===== config.mk =====
export PLATFORM = sky130hd
export DESIGN_NAME = fetch1
export DESIGN_NICKNAME = d
export VERILOG_FILES = /design/src/rtl/fetch1.sv
export SDC_FILE = /design/constraint.sdc
export NUM_CORES = 1
export LEC_CHECK = 0
export CELL_PAD_IN_SITES_DETAIL_PLACEMENT = 2
export CELL_PAD_IN_SITES_GLOBAL_PLACEMENT = 2
export CORE_MARGIN = 2
export CORE_UTILIZATION = 32
export CTS_BUF_LIST = sky130_fd_sc_hd__clkbuf_16
export CTS_CLUSTER_DIAMETER = 80
export CTS_CLUSTER_SIZE = 20
export DETAILED_ROUTE_END_ITERATION = 10
export HOLD_SLACK_MARGIN = 0.1
export PLACE_DENSITY_LB_ADDON = 0.1
export SETUP_SLACK_MARGIN = 0.15
export SLEW_MARGIN = 20
export SYNTH_ARGS = -nofsm -noshare
export SYNTH_HDL_FRONTEND = slang
export SYNTH_SLANG_ARGS = --single-unit
export TNS_END_PERCENT = 10

===== constraint.sdc =====
create_clock -name clk -period 4 [get_ports clk]
set_input_delay 0.8 -clock clk [delete_from_list [all_inputs] [get_ports clk]]
set_output_delay 0.8 -clock clk [all_outputs]
set_load 0.1 [all_outputs]

===== src/rtl/fetch1.sv =====
// fetch1: second fetch stage. Issues in-order imem requests, pairs responses with their PCs
// and queues them for decode. Define FETCH1_ERR_EN to carry a per-entry fetch error bit.
module fetch1 #(
    parameter int DEPTH = 2
) (
    input  logic        clk,
    input  logic        rst_n,
    input  logic        f0_valid_i,
    input  logic [63:0] f0_pc_i,
    input  logic        redir_i,
    output logic        stall_f0_o,
    output logic        imem_req_valid_o,
    output logic [63:0] imem_req_addr_o,
    input  logic        imem_req_ready_i,
    input  logic        imem_resp_valid_i,
    input  logic [31:0] imem_resp_data_i,
`ifdef FETCH1_ERR_EN
    input  logic        imem_resp_err_i,
    output logic        f1_err_o,
`endif
    output logic        f1_valid_o,
    output logic [63:0] f1_pc_o,
    output logic [31:0] f1_inst_o,
    input  logic        dec_ready_i
);
    localparam int AW = (DEPTH > 1) ? $clog2(DEPTH) : 1;
    localparam int CW = $clog2(DEPTH + 1);

    logic [63:0]      pc_r   [DEPTH];
    logic [31:0]      inst_r [DEPTH];
    logic [DEPTH-1:0] done_r;
`ifdef FETCH1_ERR_EN
    logic [DEPTH-1:0] err_r;
`endif

    logic [AW-1:0] head_r, tail_r, fill_ptr_r;
    logic [AW-1:0] head_s, tail_s, fill_ptr_s;
    logic [CW-1:0] occ_r, pend_r, drop_r;
    logic [CW-1:0] occ_s, pend_s, drop_s;
    logic          credit_full_s, accept_s, drop_hit_s, fill_s, pop_s;

    // Credit covers live entries plus responses still owed for flushed requests.
    assign credit_full_s    = ({1'b0, occ_r} + {1'b0, drop_r}) == (CW+1)'(DEPTH);
    assign imem_req_valid_o = rst_n & f0_valid_i & ~credit_full_s;
    assign stall_f0_o       = rst_n & (credit_full_s | ~imem_req_ready_i);
    assign imem_req_addr_o  = f0_pc_i;
    assign accept_s         = imem_req_valid_o & imem_req_ready_i;

    assign drop_hit_s = imem_resp_valid_i & (drop_r != {CW{1'b0}});
    assign fill_s     = imem_resp_valid_i & (drop_r == {CW{1'b0}});

    // Head slot can hold a stale done bit once it is empty, so gate on occupancy.
    assign f1_valid_o = rst_n & (occ_r != {CW{1'b0}}) & done_r[head_r] & ~redir_i;
    assign f1_pc_o    = pc_r[head_r];
    assign f1_inst_o  = inst_r[head_r];
`ifdef FETCH1_ERR_EN
    assign f1_err_o   = err_r[head_r];
`endif
    assign pop_s      = f1_valid_o & dec_ready_i;

    // Next pointers and counters; redirect restarts the queue at the current tail.
    always_comb begin
        head_s     = head_r;
        tail_s     = tail_r;
        fill_ptr_s = fill_ptr_r;
        occ_s      = occ_r;
        pend_s     = pend_r;
        drop_s     = drop_r;
        tail_s     = tail_r + AW'(accept_s);
        if (redir_i) begin
            head_s     = tail_r;
            fill_ptr_s = tail_r;
            occ_s      = CW'(accept_s);
            pend_s     = CW'(accept_s);
            drop_s     = drop_r + pend_r - CW'(imem_resp_valid_i);
        end else begin
            head_s     = head_r + AW'(pop_s);
            fill_ptr_s = fill_ptr_r + AW'(fill_s);
            occ_s      = occ_r + CW'(accept_s) - CW'(pop_s);
            pend_s     = pend_r + CW'(accept_s) - CW'(fill_s);
            drop_s     = drop_r - CW'(drop_hit_s);
        end
    end

    // Pointer and counter registers.
    always_ff @(posedge clk or negedge rst_n) begin
        if (!rst_n) begin
            head_r     <= {AW{1'b0}};
            tail_r     <= {AW{1'b0}};
            fill_ptr_r <= {AW{1'b0}};
            occ_r      <= {CW{1'b0}};
            pend_r     <= {CW{1'b0}};
            drop_r     <= {CW{1'b0}};
        end else begin
            head_r     <= head_s;
            tail_r     <= tail_s;
            fill_ptr_r <= fill_ptr_s;
            occ_r      <= occ_s;
            pend_r     <= pend_s;
            drop_r     <= drop_s;
        end
    end

    // Entry storage: pop clears done, responses fill the oldest pending slot, pushes open a slot.
    always_ff @(posedge clk or negedge rst_n) begin
        if (!rst_n) begin
            for (int i = 0; i < DEPTH; i++) begin
                pc_r[i]   <= 64'h0;
                inst_r[i] <= 32'h0;
            end
            done_r <= {DEPTH{1'b0}};
`ifdef FETCH1_ERR_EN
            err_r  <= {DEPTH{1'b0}};
`endif
        end else begin
            if (pop_s) begin
                done_r[head_r] <= 1'b0;
            end
            if (fill_s && !redir_i) begin
                inst_r[fill_ptr_r] <= imem_resp_data_i;
                done_r[fill_ptr_r] <= 1'b1;
`ifdef FETCH1_ERR_EN
                err_r[fill_ptr_r]  <= imem_resp_err_i;
`endif
            end
            if (accept_s) begin
                pc_r[tail_r]   <= f0_pc_i;
                done_r[tail_r] <= 1'b0;
`ifdef FETCH1_ERR_EN
                err_r[tail_r]  <= 1'b0;
`endif
            end
        end
    end

    fetch1_chk #(.DEPTH(DEPTH), .CW(CW)) u_chk (
        .clk   (clk),
        .rst_n (rst_n),
        .resp  (imem_resp_valid_i),
        .occ   (occ_r),
        .pend  (pend_r),
        .drop  (drop_r)
    );
endmodule

// fetch1_chk: simulation checks on response legality and the credit bound.
module fetch1_chk #(
    parameter int DEPTH = 2,
    parameter int CW    = 2
) (
    input logic          clk,
    input logic          rst_n,
    input logic          resp,
    input logic [CW-1:0] occ,
    input logic [CW-1:0] pend,
    input logic [CW-1:0] drop
);
    a_resp_legal: assert property (@(posedge clk) disable iff (!rst_n)
        resp |-> ((drop != {CW{1'b0}}) || (pend != {CW{1'b0}})));
    a_credit_bound: assert property (@(posedge clk) disable iff (!rst_n)
        ({1'b0, occ} + {1'b0, drop}) <= (CW+1)'(DEPTH));
endmodule


==> results of run 1 <==
final cells by class:
| type | instances | area, µm² | area share [%] |
|---|---|---|---|
| Inverter | 8 | 30.03 | 0.2464 |
| Tap cell | 384 | 480.5 | 3.942 |
| Multi-Input combinational cell | 339 | 3734 | 30.63 |
| Clock inverter | 9 | 58.81 | 0.4825 |
| Timing Repair Buffer | 274 | 2424 | 19.89 |
| Antenna cell | 1 | 2.502 | 0.02053 |
| Sequential cell | 203 | 5084 | 41.71 |
| Clock buffer | 15 | 375.4 | 3.080 |
worst max-delay path by stage:
stage / startpoint / to / slack (ns)
global route: head_r / f1_pc_o[12] / 0.50
CTS: head_r / f1_pc_o[12] / 0.56
detailed placement: imem_req_ready_i / pc_r[6] / 0.87
global placement: imem_req_ready_i / pc_r[32] / 0.90
finish: head_r / f1_pc_o[12] / 0.65
floorplan: redir_i / f1_valid_o / 0.12
sequential cells by signal, summed over array words and instances (netlist names):
| name | cells |
|---|---|
| tail_r | 1 |
| fill_ptr_r | 1 |
| pc_r | 128 |
| occ_r | 2 |
| done_r | 2 |
| head_r | 1 |
| pend_r | 2 |
| inst_r | 64 |
| drop_r | 2 |
metrics by stage:
stage / cell area [µm²] / hold WS (ns)
2_1_floorplan: 9470 / 0.4737
3_3_place_gp: 11720 / 0.4813
3_5_place_dp: 11720 / 0.4930
4_1_cts: 12160 / 0.1623
5_1_grt: 12190 / 0.1750
6_report: 12190 / 0.1791
worst max-delay path: cells and delay by family, from the launching register on:
kind	cells	cell delay [ns]
buffers and inverters	2	0.56
DFF	1	1.10
muxes	1	0.39
metal layers:
metal | track usage, % | vias up | routed length [µm]
li1 | - | 2595 | -
met1 | 18.46 | 3037 | 9682
met2 | 28.64 | 154 | 12740
met3 | 4.285 | 22 | 1568
met4 | 2.927 | 2 | 394
met5 | 0 | - | 10
cells in the final DEF (no fill, tap or decap), types with 2 or more instances in the layout:
master / count
mux2_2: 290
dfrtp_1: 202
buf_4: 164
clkdlybuf4s50_1: 101
clkbuf_16: 15
inv_1: 10
ha_1: 8
buf_12: 7
nor2_1: 4
nand2_1: 4
xnor2_1: 4
clkinv_2: 3
mux2i_1: 2
nor3b_4: 2
nor3_1: 2
o21ai_0: 2
xor2_1: 2
ha_4: 2
kinds of logic after synthesis:
kind of cell | share of synthesized area, %
AOI/OAI and AO/OA | 0.7268
DFF | 53.64
adders and majority gates | 1.533
and+or+nand+nor | 1.401
buffers and inverters | 7.200
xor gates and xnor gates | 0.8059
muxes | 34.69
==> results by group, run 1 <==
Place
  • Detail Placement HPWL: 16.82 mm
  • RD Place Congestion: 0.7162
  • Post-Place Cells: 1207
  • Dpl ws: 0.8684 ns
  • I/O Buffers: 265

Global routing
  • Total GRT Usage: 15.67%
  • Vias in the first global route: 6734
  • GRT overflow: 0
  • First-pass GRT wire length: 38.45 mm
  • Pin count of the biggest net entering global routing: 186
  • Initial antenna violation count: 2

Timing
  • Final Max Slew Viols: 0
  • Setup Viol. Count Final: 0
  • Final period utilization: 83.75%
  • Max-slew headroom: 32.34%
  • Final setup margin: 0.6499 ns
  • Final hold viol count: 0
  • Worst Skew: 0.01933 ns
  • Unrepaired setup endpoints after global routing: no
  • Setup TNS: 0 ns
  • Post-layout min period: 3.350 ns
  • Max frequency: 0.2985 GHz
  • Slew @ Worst Pin: 1.015 ns

Logic synthesis
  • Post-synth top flop: dfrtp_1
  • Dominant cell type by area after synthesis: dfrtp_1
  • Top cells by area, synth: dfrtp_1, mux2_2, buf_4
  • Synth cell types: 33
  • Area of the mapped netlist: 9470 µm²
  • EDFF count, synth: 0
  • Top cell types by occurrence after synthesis: mux2_2, dfrtp_1, buf_4, buf_2
  • Top-count cell post-synth: mux2_2
  • Synth async-reset ratio: 100.0%
  • Cell count after synthesis: 647
  • Mean post-synth cell area: 14.64 µm²
  • #FFs+latches synth: 203
  • Yosys warnings: 0
  • Syn_nets: 761
  • Synth top area share: 53.64%
  • Seq/Total Area, Yosys: 53.64%

Setup path
  • Worst EP required: 3.20 ns
  • Setup crit end kind: output pin
  • Arrival time of the worst setup path: 2.55 ns
  • Worst path max stage delay: 1.10 ns
  • Reg2reg setup slack: 0.93 ns
  • CP cell instances: buf_12 > mux2_2 > buf_4
  • FF-to-FF path depth: 7
  • Crit path kind: register to output pin
  • Worst setup SP type: register
  • Worst-path fanout max: 67
  • CP max-delay cell: dfrtp_4
  • Worst reg2reg endpoint: pc_r[11]
  • Worst r2r src: drop_r[0]

Flow run
  • Max cap viols: 0

Min path
  • Worst min-delay path category: input port to asynchronous set/reset pin

Clocking
  • Clock buffer depth: 3
  • Root buf cell: clkbuf_16
  • Post-CTS Setup Inserts: 0
  • Clock sink count: 203
  • Clock latency on the worst-skew pair: 0.48 ns
  • Worst-path clk slew: 0.09 ns
  • H-Tree Depth: 1
  • CTS tree: done
  • Cts repair resizes: 0
  • Num CTS Buffers: 15
  • Hold buffers post-CTS: 0

Cells and area
  • Layout Cells excl Fill: 1233
  • Number of fill cells: 2844
  • Share of cells above drive strength 1: 57.78%
  • Synth-to-Final Area Change: 28.70%
  • Final Util: 42.12%
  • NumNets Final: 955

Die
  • Core ar.: 28940 µm²
  • Die ar.: 30990 µm²
  • Initial Utilization: 32.73%
  • Cell Rows: 62
  • Die Ht: 176.0 µm
  • Die X: 176.0 µm
  • IO Count: 266

Run status
  • Status: complete, no violations

Drt
  • DRT iter0 DRCs: 145
  • Vias: 5810
  • WL/cell: 19.79 µm
  • Vias/cell: 4.712
  • DRC Markers: 0
  • Drt pass-1 iters: 4
  • DRT Wirelength: 24.40 mm
  • Routed Antenna Nets: 0
Power of run 1 is not shown: default switching activity piles up to over one toggle a cycle in this logic, so the estimate is an artifact.
==> run 2: changes to the inputs <==
--- a/config.mk
+++ b/config.mk
@@ -8,7 +8,7 @@
 export CELL_PAD_IN_SITES_DETAIL_PLACEMENT = 2
 export CELL_PAD_IN_SITES_GLOBAL_PLACEMENT = 2
 export CORE_MARGIN = 2
-export CORE_UTILIZATION = 32
+export CORE_UTILIZATION = 29
 export CTS_BUF_LIST = sky130_fd_sc_hd__clkbuf_16
 export CTS_CLUSTER_DIAMETER = 80
 export CTS_CLUSTER_SIZE = 20
==> constraint.sdc (replaced) <==
create_clock -name clk -period 2.7 [get_ports clk]
set_input_delay 0.54 -clock clk [delete_from_list [all_inputs] [get_ports clk]]
set_output_delay 0.54 -clock clk [all_outputs]
set_load 0.1 [all_outputs]
==> run 2 against run 1 <==
The run now ends with negative setup slack left; die area increased by 10%; non-clock buffer count increased by 26; flip-flop and latch count unchanged; first-iteration DRC count increased by 14%; worst hold slack got worse by 0.017 ns; clock skew decreased by 0.0046 ns; register-to-register slack got worse by 1.1 ns.
==> results by group, run 2 (synthesis gave the netlist of run 1 again) <==
Timing
  • Final setup margin: -0.2548 ns (-0.9047 ns)
  • Max frequency: 0.3384 GHz
  • Slew @ Worst Pin: 0.8192 ns (-0.1957 ns)
  • Unrepaired setup endpoints after global routing: yes
  • Setup Viol. Count Final: 130 (+130)
  • Final period utilization: 109.4%
  • Worst Skew: 0.01474 ns (-0.004593 ns)
  • Post-layout min period: 2.955 ns
  • Setup TNS: -12.37 ns (-12.37 ns)
  • Final hold viol count: 0 (unchanged)
  • Max-slew headroom: 45.39% (+13 points)
  • Final Max Slew Viols: 0 (unchanged)

Drt
  • Vias: 5991 (+3.1%)
  • Vias/cell: 4.542 (-3.6%)
  • DRT iter0 DRCs: 165 (+14%)
  • Routed Antenna Nets: 0 (unchanged)
  • DRT Wirelength: 27.10 mm (+11%)
  • WL/cell: 20.55 µm (+3.8%)
  • Drt pass-1 iters: 4 (unchanged)
  • DRC Markers: 0 (unchanged)

Place
  • Cell Area, Placed: 14000 µm² (+19%)
  • RD Place Congestion: 0.7845 (+9.5%)
  • Detail Placement HPWL: 19.42 mm (+15%)
  • I/O Buffers: 265 (unchanged)

Cells and area
  • Synth-to-Final Area Change: 56.20%
  • Commonest non-fill, non-tap cell in the layout: mux2_2
  • Most frequent cells in the layout: mux2_2, dfrtp_1, buf_12
  • Share of cells above drive strength 1: 60.32% (+2.5 points)
  • Biggest register: pc_r
  • Final Util: 45.70% (+3.6 points)
  • Final instance area: 14790 µm² (+21%)
  • N_diodes: 0 (-1)
  • Max reg flops: 128 (unchanged)
  • Top flop regs: pc_r (128), inst_r (64)
  • NumNets Final: 983 (+2.9%)

Setup path
  • Worst setup SP type: register
  • Setup crit end kind: output pin
  • CP cell instances: ha_2 > fa_1 > or3b_4 > buf_6 > and3_4 > buf_12
  • Arrival time of the worst setup path: 2.41 ns (-0.14 ns)
  • CP max-delay cell: fa_1
  • Crit path kind: register to output pin
  • Worst-path fanout max: 2 (-97%)
  • Critical path buffers and inverters: 2 (unchanged)
  • Worst EP required: 2.16 ns (-1.04 ns)
  • Top delay family on crit path: adder cells
  • Worst path max stage delay: 0.47 ns (-0.63 ns)

Clocking
  • Worst-path clk slew: 0.07 ns (-0.02 ns)
  • Clock sink count: 203 (unchanged)
  • H-Tree Depth: 1 (unchanged)
  • Root buf cell: clkbuf_16
  • Num CTS Buffers: 17 (+2)
  • Clock buffer depth: 3 (unchanged)
  • Clock latency on the worst-skew pair: 0.50 ns (+0.02 ns)
  • CTS tree: done

Global routing
  • Vias in the first global route: 7209 (+7.1%)
  • Initial antenna violation count: 1 (-1)
  • First-pass GRT wire length: 42.30 mm (+10%)
  • Pin count of the biggest net entering global routing: 85 (-54%)
  • Total GRT Usage: 16.14% (+0.47 points)
  • GRT overflow: 0 (unchanged)

Die
  • Cell Rows: 66 (+6.5%)
  • IO Count: 266 (unchanged)
  • Die ar.: 34120 µm² (+10%)
  • Core ar.: 32370 µm² (+12%)
  • Die Ht: 184.7 µm (+4.9%)
  • Die X: 184.7 µm (+4.9%)
  • Initial Utilization: 29.26% (-3.5 points)

Flow run
  • Max cap viols: 0 (unchanged)

Min path
  • Worst min-delay path category: input port to asynchronous set/reset pin

Run status
  • Status: finished with violations
  • Violated checks: negative setup slack
## run 2: changes by cell type in the layout (fill, tap and decap cells not counted), sizes merged
| cell | before | now |
|---|---|---|
| buf | 172 | 198 |
| inv | 11 | 15 |
| clkbuf | 16 | 18 |
| clkinv | 5 | 3 |
| clkinvlp | 1 | 0 |
| diode | 1 | 0 |
## run 2: cell type report
type | instances | area, µm²
Multi-Input combinational cell | 339 | 3799
Timing Repair Buffer | 300 | 4813
Clock buffer | 17 | 425.4
Clock inverter | 10 | 83.83
Sequential cell | 203 | 5084
Inverter | 8 | 35.03
Fill cell | 3030 | 17580
Tap cell | 442 | 553.0
## run 2: routing by layer
layer	global-route usage [%]	routed length [µm]	vias up
met5	0	7	-
met4	3.270	336	2
met3	4.149	1704	22
met2	29.86	14430	179
met1	18.75	10620	3134
li1	-	-	2654
## run 2: timing repair
item / in CTS / in global routing
endpoints found under the hold margin: 23 / 0
gates cloned: 4 / 0
endpoints found under the setup margin: 132 / 155
buffers inserted: 4 / 3
resized for setup: 16 / 8
pin swaps: 1 / 2
hold buffers: 1 / 0
## run 2: through the flow
step	worst slack [ns]	instances	hold WS, ns
3_3_place_gp	0.07591	1280	0.4354
5_1_grt	-0.3176	1319	0.1762
3_5_place_dp	-0.05729	1280	0.4415
4_1_cts	-0.2792	1316	0.1557
2_1_floorplan	-0.1334	647	0.2444
6_report	-0.2548	1319	0.1624
## run 2: worst register-to-register path, cell delays in order (launching register included)
cell,delay (ns)
dfrtp_1,0.40
ha_2,0.18
fa_1,0.47
or3b_4,0.39
buf_4,0.14
buf_6,0.10
and4_4,0.17
buf_6,0.13
ha_4,0.24
buf_6,0.15
buf_12,0.13
mux2_2,0.28
## run 2: path summary, 6_finish.rpt
path,from,end,slack (ns),depth (start not counted)
setup / recovery,drop_r[0],imem_req_valid_o,-0.25,6
hold / removal,rst_n,pc_r[56],0.16,2
setup reg to reg,drop_r[0],pc_r[86],-0.20,11
hold reg to reg,pc_r[103],pc_r[103],0.50,1
max in group asynchronous,rst_n,pc_r[61],1.34,3
min in group clk,pc_r[103],pc_r[103],0.50,1
Power of run 2 is left out for the same reason.
==> run 3: changes to the inputs <==
--- a/config.mk
+++ b/config.mk
@@ -19,5 +19,6 @@
 export SLEW_MARGIN = 20
 export SYNTH_ARGS = -nofsm -noshare
 export SYNTH_HDL_FRONTEND = slang
+export SYNTH_HIERARCHICAL = 1
 export SYNTH_SLANG_ARGS = --single-unit
 export TNS_END_PERCENT = 10
==> results of run 3 <==
The final DEF is identical to that of run 2; final timing and power are the same.
Main changes from that run: Yosys warning count 0 -> 6
Power of run 3 is left out for the same reason.
